--- src/rtl/vnu_msg_sat_fifo_pkg.sv ---
// Shared widths, message types and FIFO entry layout for the VNU->CNU message FIFO.
package vnu_pkg;
   localparam int DEF_W_IN  = 10;
   localparam int DEF_W_OUT = 6;
   localparam int DEF_DEPTH = 4;
   localparam int MSG_MAX   = 31;

   typedef logic signed [DEF_W_IN-1:0]  msg_in_t;
   typedef logic signed [DEF_W_OUT-1:0] msg_out_t;

   // sat[k] belongs to lane k, so a literal like 4'b1101 reads lane 0 first
   typedef struct packed {
      msg_out_t [0:3] msg;
      logic           hard;
      logic [0:3]     sat;
   } entry_t;

   // Largest symmetric magnitude for a w-bit two's complement message
   function automatic int msg_max(input int w);
      return (1 << (w - 1)) - 1;
   endfunction
endpackage

--- src/rtl/vnu_msg_sat_fifo_if.sv ---
// Handshake bus between the shuffled VNU (producer) and the check-node side (consumer).
interface vnu_msg_sat_fifo_if
   import vnu_pkg::*;
#(
   parameter int W_IN  = DEF_W_IN,
   parameter int W_OUT = DEF_W_OUT,
   parameter int DEPTH = DEF_DEPTH
);
   localparam int LW = $clog2(DEPTH) + 1;

   logic                    i_valid;
   logic                    o_ready;
   logic [0:4][W_IN-1:0]    i_data;
   logic                    o_valid;
   logic                    i_ready;
   logic [0:3][W_OUT-1:0]   o_data;
   logic                    o_hard;
   logic [0:3]              o_sat;
   logic [15:0]             o_sat_cnt;
   logic [LW-1:0]           o_level;

   modport slave (
      input  i_valid, i_data, i_ready,
      output o_ready, o_valid, o_data, o_hard, o_sat, o_sat_cnt, o_level
   );

   modport master (
      output i_valid, i_data, i_ready,
      input  o_ready, o_valid, o_data, o_hard, o_sat, o_sat_cnt, o_level
   );
endinterface

--- src/rtl/vnu_msg_sat_fifo_sat.sv ---
// Symmetric W_IN->W_OUT saturator; the most negative code is clipped too so |y| <= MAX.
module msg_sat
   import vnu_pkg::*;
#(
   parameter int W_IN  = DEF_W_IN,
   parameter int W_OUT = DEF_W_OUT
) (
   input  logic signed [W_IN-1:0]  x,
   output logic        [W_OUT-1:0] y,
   output logic                    clip
);
   localparam logic signed [W_IN-1:0] HI = W_IN'(msg_max(W_OUT));
   localparam logic signed [W_IN-1:0] LO = -HI;

   always_comb begin
      y    = x[W_OUT-1:0];
      clip = 1'b0;
      if (x > HI) begin
         y    = HI[W_OUT-1:0];
         clip = 1'b1;
      end else if (x < LO) begin
         y    = LO[W_OUT-1:0];
         clip = 1'b1;
      end
   end
endmodule

--- src/rtl/vnu_msg_sat_fifo.sv ---
// Show-ahead message FIFO: saturates lanes 0..3 and keeps only the posterior sign on write.
module vnu_msg_sat_fifo
   import vnu_pkg::*;
#(
   parameter int DEPTH = DEF_DEPTH,
   parameter int W_IN  = DEF_W_IN,
   parameter int W_OUT = DEF_W_OUT
) (
   input  logic                clk,
   input  logic                i_rst,
   vnu_msg_sat_fifo_if.slave   bus
);
   localparam int AW = $clog2(DEPTH);
   localparam int LW = AW + 1;

   typedef struct packed {
      logic [0:3][W_OUT-1:0] msg;
      logic                  hard;
      logic [0:3]            sat;
   } slot_t;

   logic [0:3][W_OUT-1:0] sat_msg;
   logic [0:3]            sat_clip;
   slot_t                 wr_slot;
   slot_t                 mem [DEPTH];
   logic [AW-1:0]         wr_ptr, rd_ptr;
   logic [LW-1:0]         level;
   logic [15:0]           sat_cnt;
   logic                  full, empty, push, pop;

   for (genvar k = 0; k < 4; k++) begin : g_sat
      msg_sat #(.W_IN(W_IN), .W_OUT(W_OUT)) u_sat (
         .x    (bus.i_data[k]),
         .y    (sat_msg[k]),
         .clip (sat_clip[k])
      );
   end

   always_comb begin
      wr_slot      = '0;
      wr_slot.msg  = sat_msg;
      wr_slot.hard = bus.i_data[4][W_IN-1];
      wr_slot.sat  = sat_clip;
   end

   // Flags come from the level register only, so ready never depends on i_ready
   assign full  = (level == LW'(DEPTH));
   assign empty = (level == '0);
   assign push  = bus.i_valid && !full;
   assign pop   = bus.i_ready && !empty;

   always_ff @(posedge clk) begin
      if (i_rst) begin
         wr_ptr  <= '0;
         rd_ptr  <= '0;
         level   <= '0;
         sat_cnt <= '0;
      end else begin
         if (push) wr_ptr <= wr_ptr + AW'(1);
         if (pop)  rd_ptr <= rd_ptr + AW'(1);
         case ({push, pop})
            2'b10:   level <= level + LW'(1);
            2'b01:   level <= level - LW'(1);
            default: level <= level;
         endcase
         if (push && (|sat_clip) && (sat_cnt != 16'hFFFF))
            sat_cnt <= sat_cnt + 16'd1;
      end
   end

   // Storage is not reset; the pointers alone define what is valid
   always_ff @(posedge clk) begin
      if (push && !i_rst)
         mem[wr_ptr] <= wr_slot;
   end

   assign bus.o_ready   = !full;
   assign bus.o_valid   = !empty;
   assign bus.o_data    = mem[rd_ptr].msg;
   assign bus.o_hard    = mem[rd_ptr].hard;
   assign bus.o_sat     = mem[rd_ptr].sat;
   assign bus.o_sat_cnt = sat_cnt;
   assign bus.o_level   = level;
endmodule
--- src/flat_wrapper.sv ---
// flat-port wrapper written by rule: the top's interface ports become plain ports
module vnu_msg_sat_fifo_flat import vnu_pkg::*;
#(
   parameter int DEPTH = DEF_DEPTH,
   parameter int W_IN  = DEF_W_IN,
   parameter int W_OUT = DEF_W_OUT
)
  (clk, i_rst, bus_i_valid, bus_i_data, bus_i_ready, bus_o_ready, bus_o_valid, bus_o_data, bus_o_hard, bus_o_sat, bus_o_sat_cnt, bus_o_level);
  vnu_msg_sat_fifo_if #(.W_IN(W_IN), .W_OUT(W_OUT), .DEPTH(DEPTH)) bus_i ();
  input  logic clk;
  input  logic i_rst;
  input wire logic [$bits(bus_i.i_valid)-1:0] bus_i_valid;
  input wire logic [$bits(bus_i.i_data)-1:0] bus_i_data;
  input wire logic [$bits(bus_i.i_ready)-1:0] bus_i_ready;
  output wire logic [$bits(bus_i.o_ready)-1:0] bus_o_ready;
  output wire logic [$bits(bus_i.o_valid)-1:0] bus_o_valid;
  output wire logic [$bits(bus_i.o_data)-1:0] bus_o_data;
  output wire logic [$bits(bus_i.o_hard)-1:0] bus_o_hard;
  output wire logic [$bits(bus_i.o_sat)-1:0] bus_o_sat;
  output wire logic [$bits(bus_i.o_sat_cnt)-1:0] bus_o_sat_cnt;
  output wire logic [$bits(bus_i.o_level)-1:0] bus_o_level;
  assign bus_i.i_valid = bus_i_valid;
  assign bus_i.i_data = bus_i_data;
  assign bus_i.i_ready = bus_i_ready;
  assign bus_o_ready = bus_i.o_ready;
  assign bus_o_valid = bus_i.o_valid;
  assign bus_o_data = bus_i.o_data;
  assign bus_o_hard = bus_i.o_hard;
  assign bus_o_sat = bus_i.o_sat;
  assign bus_o_sat_cnt = bus_i.o_sat_cnt;
  assign bus_o_level = bus_i.o_level;
  vnu_msg_sat_fifo #(.DEPTH(DEPTH), .W_IN(W_IN), .W_OUT(W_OUT)) u_core (.clk(clk), .i_rst(i_rst), .bus(bus_i));
endmodule
--- config.mk ---
export PLATFORM = sky130hd
export DESIGN_NAME = vnu_msg_sat_fifo_flat
export DESIGN_NICKNAME = d
export VERILOG_FILES = /design/src/rtl/vnu_msg_sat_fifo_pkg.sv /design/src/rtl/vnu_msg_sat_fifo_if.sv /design/src/rtl/vnu_msg_sat_fifo_sat.sv /design/src/rtl/vnu_msg_sat_fifo.sv /design/src/flat_wrapper.sv
export SDC_FILE = /design/constraint.sdc
export NUM_CORES = 1
export LEC_CHECK = 0
export ABC_AREA = 1
export CELL_PAD_IN_SITES_DETAIL_PLACEMENT = 1
export CELL_PAD_IN_SITES_GLOBAL_PLACEMENT = 2
export CORE_AREA = 3 3 126 177
export DETAILED_ROUTE_END_ITERATION = 10
export DIE_AREA = 0 0 129 180
export PLACE_DENSITY = 0.72
export RECOVER_POWER = 25
export SLEW_MARGIN = 15
export SYNTH_ARGS = -nofsm -noshare
export SYNTH_HDL_FRONTEND = slang
export SYNTH_HIERARCHICAL = 1
export SYNTH_SLANG_ARGS = --single-unit
export TNS_END_PERCENT = 30
--- constraint.sdc ---
create_clock -name clk -period 2.6 [get_ports clk]
set_clock_uncertainty 0.15 [all_clocks]
set_input_delay 0.39 -clock clk [delete_from_list [all_inputs] [get_ports clk]]
set_output_delay 0.39 -clock clk [all_outputs]
set_load 0.01 [all_outputs]
==> results.ini <==
[grt]
grt_pass1_vias=5092
grt.overflow.total=0
grt_first_pass_wirelength_um=26100
gr-usage-all-layers_pct=14.4
grt_antenna_before_repair=0
grt_max_degree=59

[floorplan]
die_h_um=180
rows=63
io_pins=104
coreArea_mm2=0.0210
dieArea_mm2=0.0232
die-width_um=129
start_util_pct=29.6

[run]
maxCapViolCount=0

[sta]
tns_ns=0
setup_viol=0
drv_slew=0
hold_viol_final=0
maxSlewHeadroom_pct=69.7
tightest_slew_ns=0.453
rsz0062_at_grt=yes
layout_setup_ws_ns=0.0109
fin_crit_ns=2.59
fin_crit_sh_pct=99.6
fmax_mhz=386

[clocking]
worstSkewPairLatency_ns=0.42
clockBufferDepth=2
clock_sinks=141
root_buffer=clkbuf_16
cts_tree=built
h-tree-depth=4
numCtsBuffers=17
clkTransAtPathRegs_ns=0.06
ctsHoldBuffers=0

[placement]
dp_hpwl_um=11200
gp_congestion=0.774
place.port_buffers=94
post-place-ws_ns=-0.0106

[critical_path]
reg2reg_depth=10
cp_max_fo=11
slowest_delay_ns=0.59
worst_setup_path_start_kind=flip-flop
reg2reg_from=u_core/bus.o_level[0]$_SDFFE_PP0P_
critical_path_required_ns=2.06
crit_path_top_delay_cell=clkdlybuf4s50_1
end_kind=output port
r2r_slack_ns=0.32
crit_arrival_ns=2.05
r2r_end=u_core/bus.o_level[2]$_SDFFE_PP0P_
path_cells=buf_4 > o21ai_0 > o22ai_2 > clkdlybuf4s50_1
worstSetupPathType=reg2out

[routing]
wl_um=17000
drtIter0Drc=212
drc=0
dr_total_vias=4743
avgViaCountPerCell=4.74
first_pass_iters=4
routedWlPerCell_um=16.9
drtAntennaViolNets=0

[cells_and_area]
layout_commonest_cell=edfxtp_1
diodes=0
layout.nets=789
drive_gt1_share_pct=10.7
final_cell_mix=116 x edfxtp_1, 114 x nor2_1, 102 x nand2_1
fillCellCount=2316
area_delta_synth_final_pct=34.1

[min_path]
worstHoldStart=u_core/rd_ptr[1]$_SDFFE_PP0P_
hp-class=reg2reg
hold_depth=2

[yosys]
syn_area_mm2=0.00621
ys.warnings.count=6
synth_area_per_cell_um2=10.1
ys_types=27
syn_inst=618
yosysTopAreaCellShare_pct=56.1
yosysSeqAreaShare_pct=64.1
synth_nets=679
ys_ff_latch=141
yosysTopAreaCell=edfxtp_1
synth_area_leaders=edfxtp_1 56%, dfxtp_1 8.1%, nor2_1 7.1%

[outcome]
outcome=finished clean

[power_and_ir_drop]
power_density_mw_per_mm2=834
ir_drop_uv=458
leakage_nw=3.12

-- stage by stage --
stage                     util [%]  instances  instance area [µm²]  total power, mW  hold slack, ns
after floorplan                  -        618                 6210             3.52           0.286
after global placement        36.6        968                 7670             4.45           0.300
after CTS                     39.5       1000                 8290             7.01           0.328
after detailed placement      36.6        968                 7670             4.52           0.313
after global routing          39.7       1001                 8330             7.31           0.360
final                         39.7       1001                 8330             6.95           0.325
-- state kept, by name (all words and copies together) (netlist names), named ones only --
name and flops:
u_core/wr_ptr 2, u_core/mem 116, u_core/bus.o_sat_cnt 16, u_core/bus.o_level 3
u_core/rd_ptr 2
-- kinds of logic after synthesis --
logic type / count (synthesis) / share of synthesized area (%)
and+or+nand+nor: 261 / 18.1
xor gates and xnor gates: 5 / 0.705
AOI/OAI and AO/OA: 118 / 10.1
adders and majority gates: 7 / 1.53
buffers and inverters: 86 / 5.40
DFF: 141 / 64.1
-- final cells by class --
cell class	count	area (µm²)	area share, %
sequential	141	3990	47.9
multi-input combinational	391	1930	23.1
clock buffer	18	429	5.15
clock inverter	14	183	2.19
timing repair buffer	116	1240	14.9
inverter	61	235	2.82
tap	260	325	3.90
-- what timing repair did --
| item | CTS | global route |
|---|---|---|
| setup buffers | 0 | 0 |
| setup endpoints to repair | 24 | 17 |
| gates resized for setup | 15 | 17 |
| pin swaps | 0 | 0 |
| gates cloned | 0 | 1 |
-- power by group --
group          switching (mW)  internal (mW)  total [mW]
Clock                   0.990           1.53        2.52
Sequential             0.0773           2.60        2.68
Combinational           0.985          0.769        1.75
Total                    2.05           4.90        6.95
-- per-layer routing --
| metal | part of all wire, % | global-route usage, % |
|---|---|---|
| met3 | 4.1 | 3.51 |
| met2 | 55 | 26.8 |
| met5 | 0 | 0 |
| met4 | 1.3 | 4.20 |
| met1 | 39 | 16.0 |
-- worst max-delay path, delay by kind of cell, from the launching register on --
| kind | cells | cell delay, ns |
|---|---|---|
| flip-flops | 1 | 0.44 |
| AO/OA/AOI/OAI | 2 | 0.37 |
| buffers and inverters | 2 | 0.82 |
-- cell usage after synthesis --
library cell / count
nand3_2: 4
inv_1: 59
nor3_1: 1
nand4_1: 2
a21boi_1: 1
xor2_1: 4
dfxtp_1: 25
clkinv_1: 1
nor2_1: 117
clkinv_2: 1
o22ai_1: 29
nand3b_1: 2
clkbuf_1: 21
nand3_4: 2
buf_6: 1
nor2_4: 2
nand3_1: 18
fa_1: 1
nor2_2: 4
buf_2: 3
o21ai_0: 67
a21oi_1: 21
edfxtp_1: 116
xnor2_1: 1
ha_1: 6
nand2_2: 12
nand2_1: 97
-- worst max-delay path by stage --
stage                                           endpoint  slack [ns]  cells past startpoint
detailed placement  u_core/bus.o_sat_cnt[3]$_SDFFE_PP0P_       -0.01                     12
finish                                      bus_o_sat[1]        0.01                      4
floorplan                     u_core/mem[0][0]$_DFFE_PP_       -0.04                      4
global placement    u_core/bus.o_sat_cnt[3]$_SDFFE_PP0P_        0.08                     12
CTS                                         bus_o_sat[1]       -0.07                      4
global route                                bus_o_sat[1]       -0.07                      5
(Power assumes the default switching activity.)
==> RTL change (config.mk and constraints unchanged) <==
Change the package constant `DEF_DEPTH` from 4 to 8.
--- a/src/rtl/vnu_msg_sat_fifo_pkg.sv
+++ b/src/rtl/vnu_msg_sat_fifo_pkg.sv
@@ -2,7 +2,7 @@
 package vnu_pkg;
    localparam int DEF_W_IN  = 10;
    localparam int DEF_W_OUT = 6;
-   localparam int DEF_DEPTH = 4;
+   localparam int DEF_DEPTH = 8;
    localparam int MSG_MAX   = 31;
 
    typedef logic signed [DEF_W_IN-1:0]  msg_in_t;
Ports: changed (resized bus_o_level); port bits go from 104 to 105. No check against the original RTL was run, so the function may have changed too.
==> RTL change against the unedited design <==
The flow now finishes with violations (negative setup slack); critical path type unchanged; area after synthesis grew 81%; via count is 78% higher; total power rose by 80%; sequential cell count up 120; critical path depth rose by 4; non-clock buffer count rose by 34; routed wire length rose by 110%; final area grew 69%; setup slack got worse by 0.069 ns; largest power group unchanged.
==> RTL change: results (changes against the unedited design) <==
.. list-table::
   :header-rows: 1

   * - Metric
     - Value
   * - CP max stage cell
     - dfxtp_4 (was clkdlybuf4s50_1)
   * - Net count after synthesis
     - 1070 (was 679)
   * - Post-route setup TNS
     - -0.103 ns (was 0 ns)
   * - Hold WS
     - 0.356 ns (was 0.325 ns)
   * - Violated checks
     - negative setup slack
   * - Worst supply voltage drop on vdd
     - 0.756 mV (was 0.458 mV)
   * - Synthesized-area fraction occupied by adder cells
     - 0.669% (was 1.53%)
   * - Total global routing track utilization
     - 29.7% (was 14.4%)
   * - Port-buffer cells
     - 95 (was 94)
   * - Placer congestion estimate
     - 0.733 (was 0.774)
   * - Buffers inserted during post-CTS setup optimization
     - 6 (was 0)
   * - Number of global-route vias before repair
     - 9225 (was 5092)
   * - Post-layout worst setup margin
     - -0.0580 ns (was 0.0109 ns)
   * - Wire length of the first global-routing pass
     - 52700 um (was 26100 um)
   * - Gates resized, CTS repair
     - 105 (was 15)
   * - Number of fillers in the final layout
     - 2089 (was 2316)
   * - Max FFs per register
     - 232 (was 116)
   * - Detailed-routing iteration count for the pre-antenna-repair pass
     - 5 (was 4)
   * - DP Area
     - 12700 um2 (was 7670 um2)
   * - Number of DRC violations after detailed-routing iteration 0
     - 811 (was 212)
   * - Status
     - finished, violations left (was complete, no violations)
   * - Compound-cell area share of the yosys netlist
     - 8.31% (was 10.1%)
   * - Antenna violations before repair
     - 1 (was 0)
   * - Number of levels the H-tree was split into
     - 1 (was 4)
   * - Min-Delay Startpoint
     - u_core/rd_ptr[0] (was u_core/rd_ptr[1])
   * - Final setup violation count
     - 5 (was 0)
   * - Worst Path Max Fanout
     - 6 (was 11)
   * - Depth of the worst hold-timing path
     - 1 (was 2)
   * - Post-layout nets
     - 1197 (was 789)
   * - Xor and xnor fraction of the mapped netlist area
     - 0.546% (was 0.705%)
   * - Leak Pwr
     - 0.00516 uW (was 0.00312 uW)
   * - Internal
     - 8470 uW (was 4900 uW)
   * - Part of the Yosys area used for sequential elements
     - 67.2% (was 64.1%)
   * - Worst slack after detailed placement
     - 0.0207 ns (was -0.0106 ns)
   * - Remaining max-slew budget at the tightest pin
     - 22.5% (was 69.7%)
   * - Reg2Reg Setup Slack
     - 0.43 ns (was 0.32 ns)
   * - Num CTS Buffers
     - 25 (was 17)
   * - Maximum number of pins on one net before global-route repair
     - 47 (was 59)
   * - Area of the mapped netlist
     - 11200 um2 (was 6210 um2)
   * - Largest stage delay on the critical path
     - 0.43 ns (was 0.59 ns)
   * - Post-DP HPWL
     - 17900 um (was 11200 um)
   * - Post-layout instance count excluding filler cells
     - 1416 (was 1001)
   * - Final wirelength
     - 35300 um (was 17000 um)
RTL change: cell count changes after synthesis, moves of 10 or more:
cell,unedited run,this run
a21oi_1,21,10
nor2_1,117,170
edfxtp_1,116,232
o32ai_1,0,29
mux2i_1,0,29
a21oi_2,0,10
nand2_1,97,202
RTL change: worst max-delay path by stage:
stage,endpoint,start,slack [ns]
detailed placement,u_core/bus.o_sat_cnt[0],bus_i_data[44],0.02
floorplan,u_core/mem[1][0],u_core/bus.o_level[0],-0.20
global placement,u_core/bus.o_sat_cnt[1],bus_i_data[44],0.07
CTS,bus_o_data[10],flip-flop,-0.07
global route,bus_o_data[5],flip-flop,-0.10
finish,bus_o_data[0],flip-flop,-0.06
RTL change: logic make-up (layout without fill, tap and decap cells):
group	count (synthesis)	count (layout)
compound gates	150	150
xor+xnor	7	7
fa+ha+maj	6	6
buf+inv	122	267
flops	261	261
mux	29	29
other cells	0	1
simple gates	435	435
RTL change: final cells by class:
class / count / area [um2] / area share, %
multi-input cells: 627 / 3420 / 24.3
clock inverters: 19 / 154 / 1.09
flip-flops and latches: 261 / 7550 / 53.7
well taps: 260 / 325 / 2.31
inverters: 72 / 284 / 2.02
clock buffers: 26 / 629 / 4.47
diodes: 1 / 2.50 / 0.0178
repair buffers: 150 / 1710 / 12.2
RTL change: metal layers:
| layer | vias to the layer above | wire length (um) | global-route usage, % |
|---|---|---|---|
| met2 | 396 | 19000 | 53.2 |
| met5 | - | 0 | 0 |
| met3 | 75 | 2180 | 3.75 |
| met4 | 0 | 1050 | 10.8 |
| li1 | 3765 | - | - |
| met1 | 4195 | 13100 | 36.4 |
RTL change: stage by stage:
stage                     util (%)  total power (uW)
after global placement        60.7              8100
after CTS                     66.7             12300
after floorplan                  -              6810
after global routing          67.2             13000
after detailed placement      60.7              8230
final                         67.2             12500
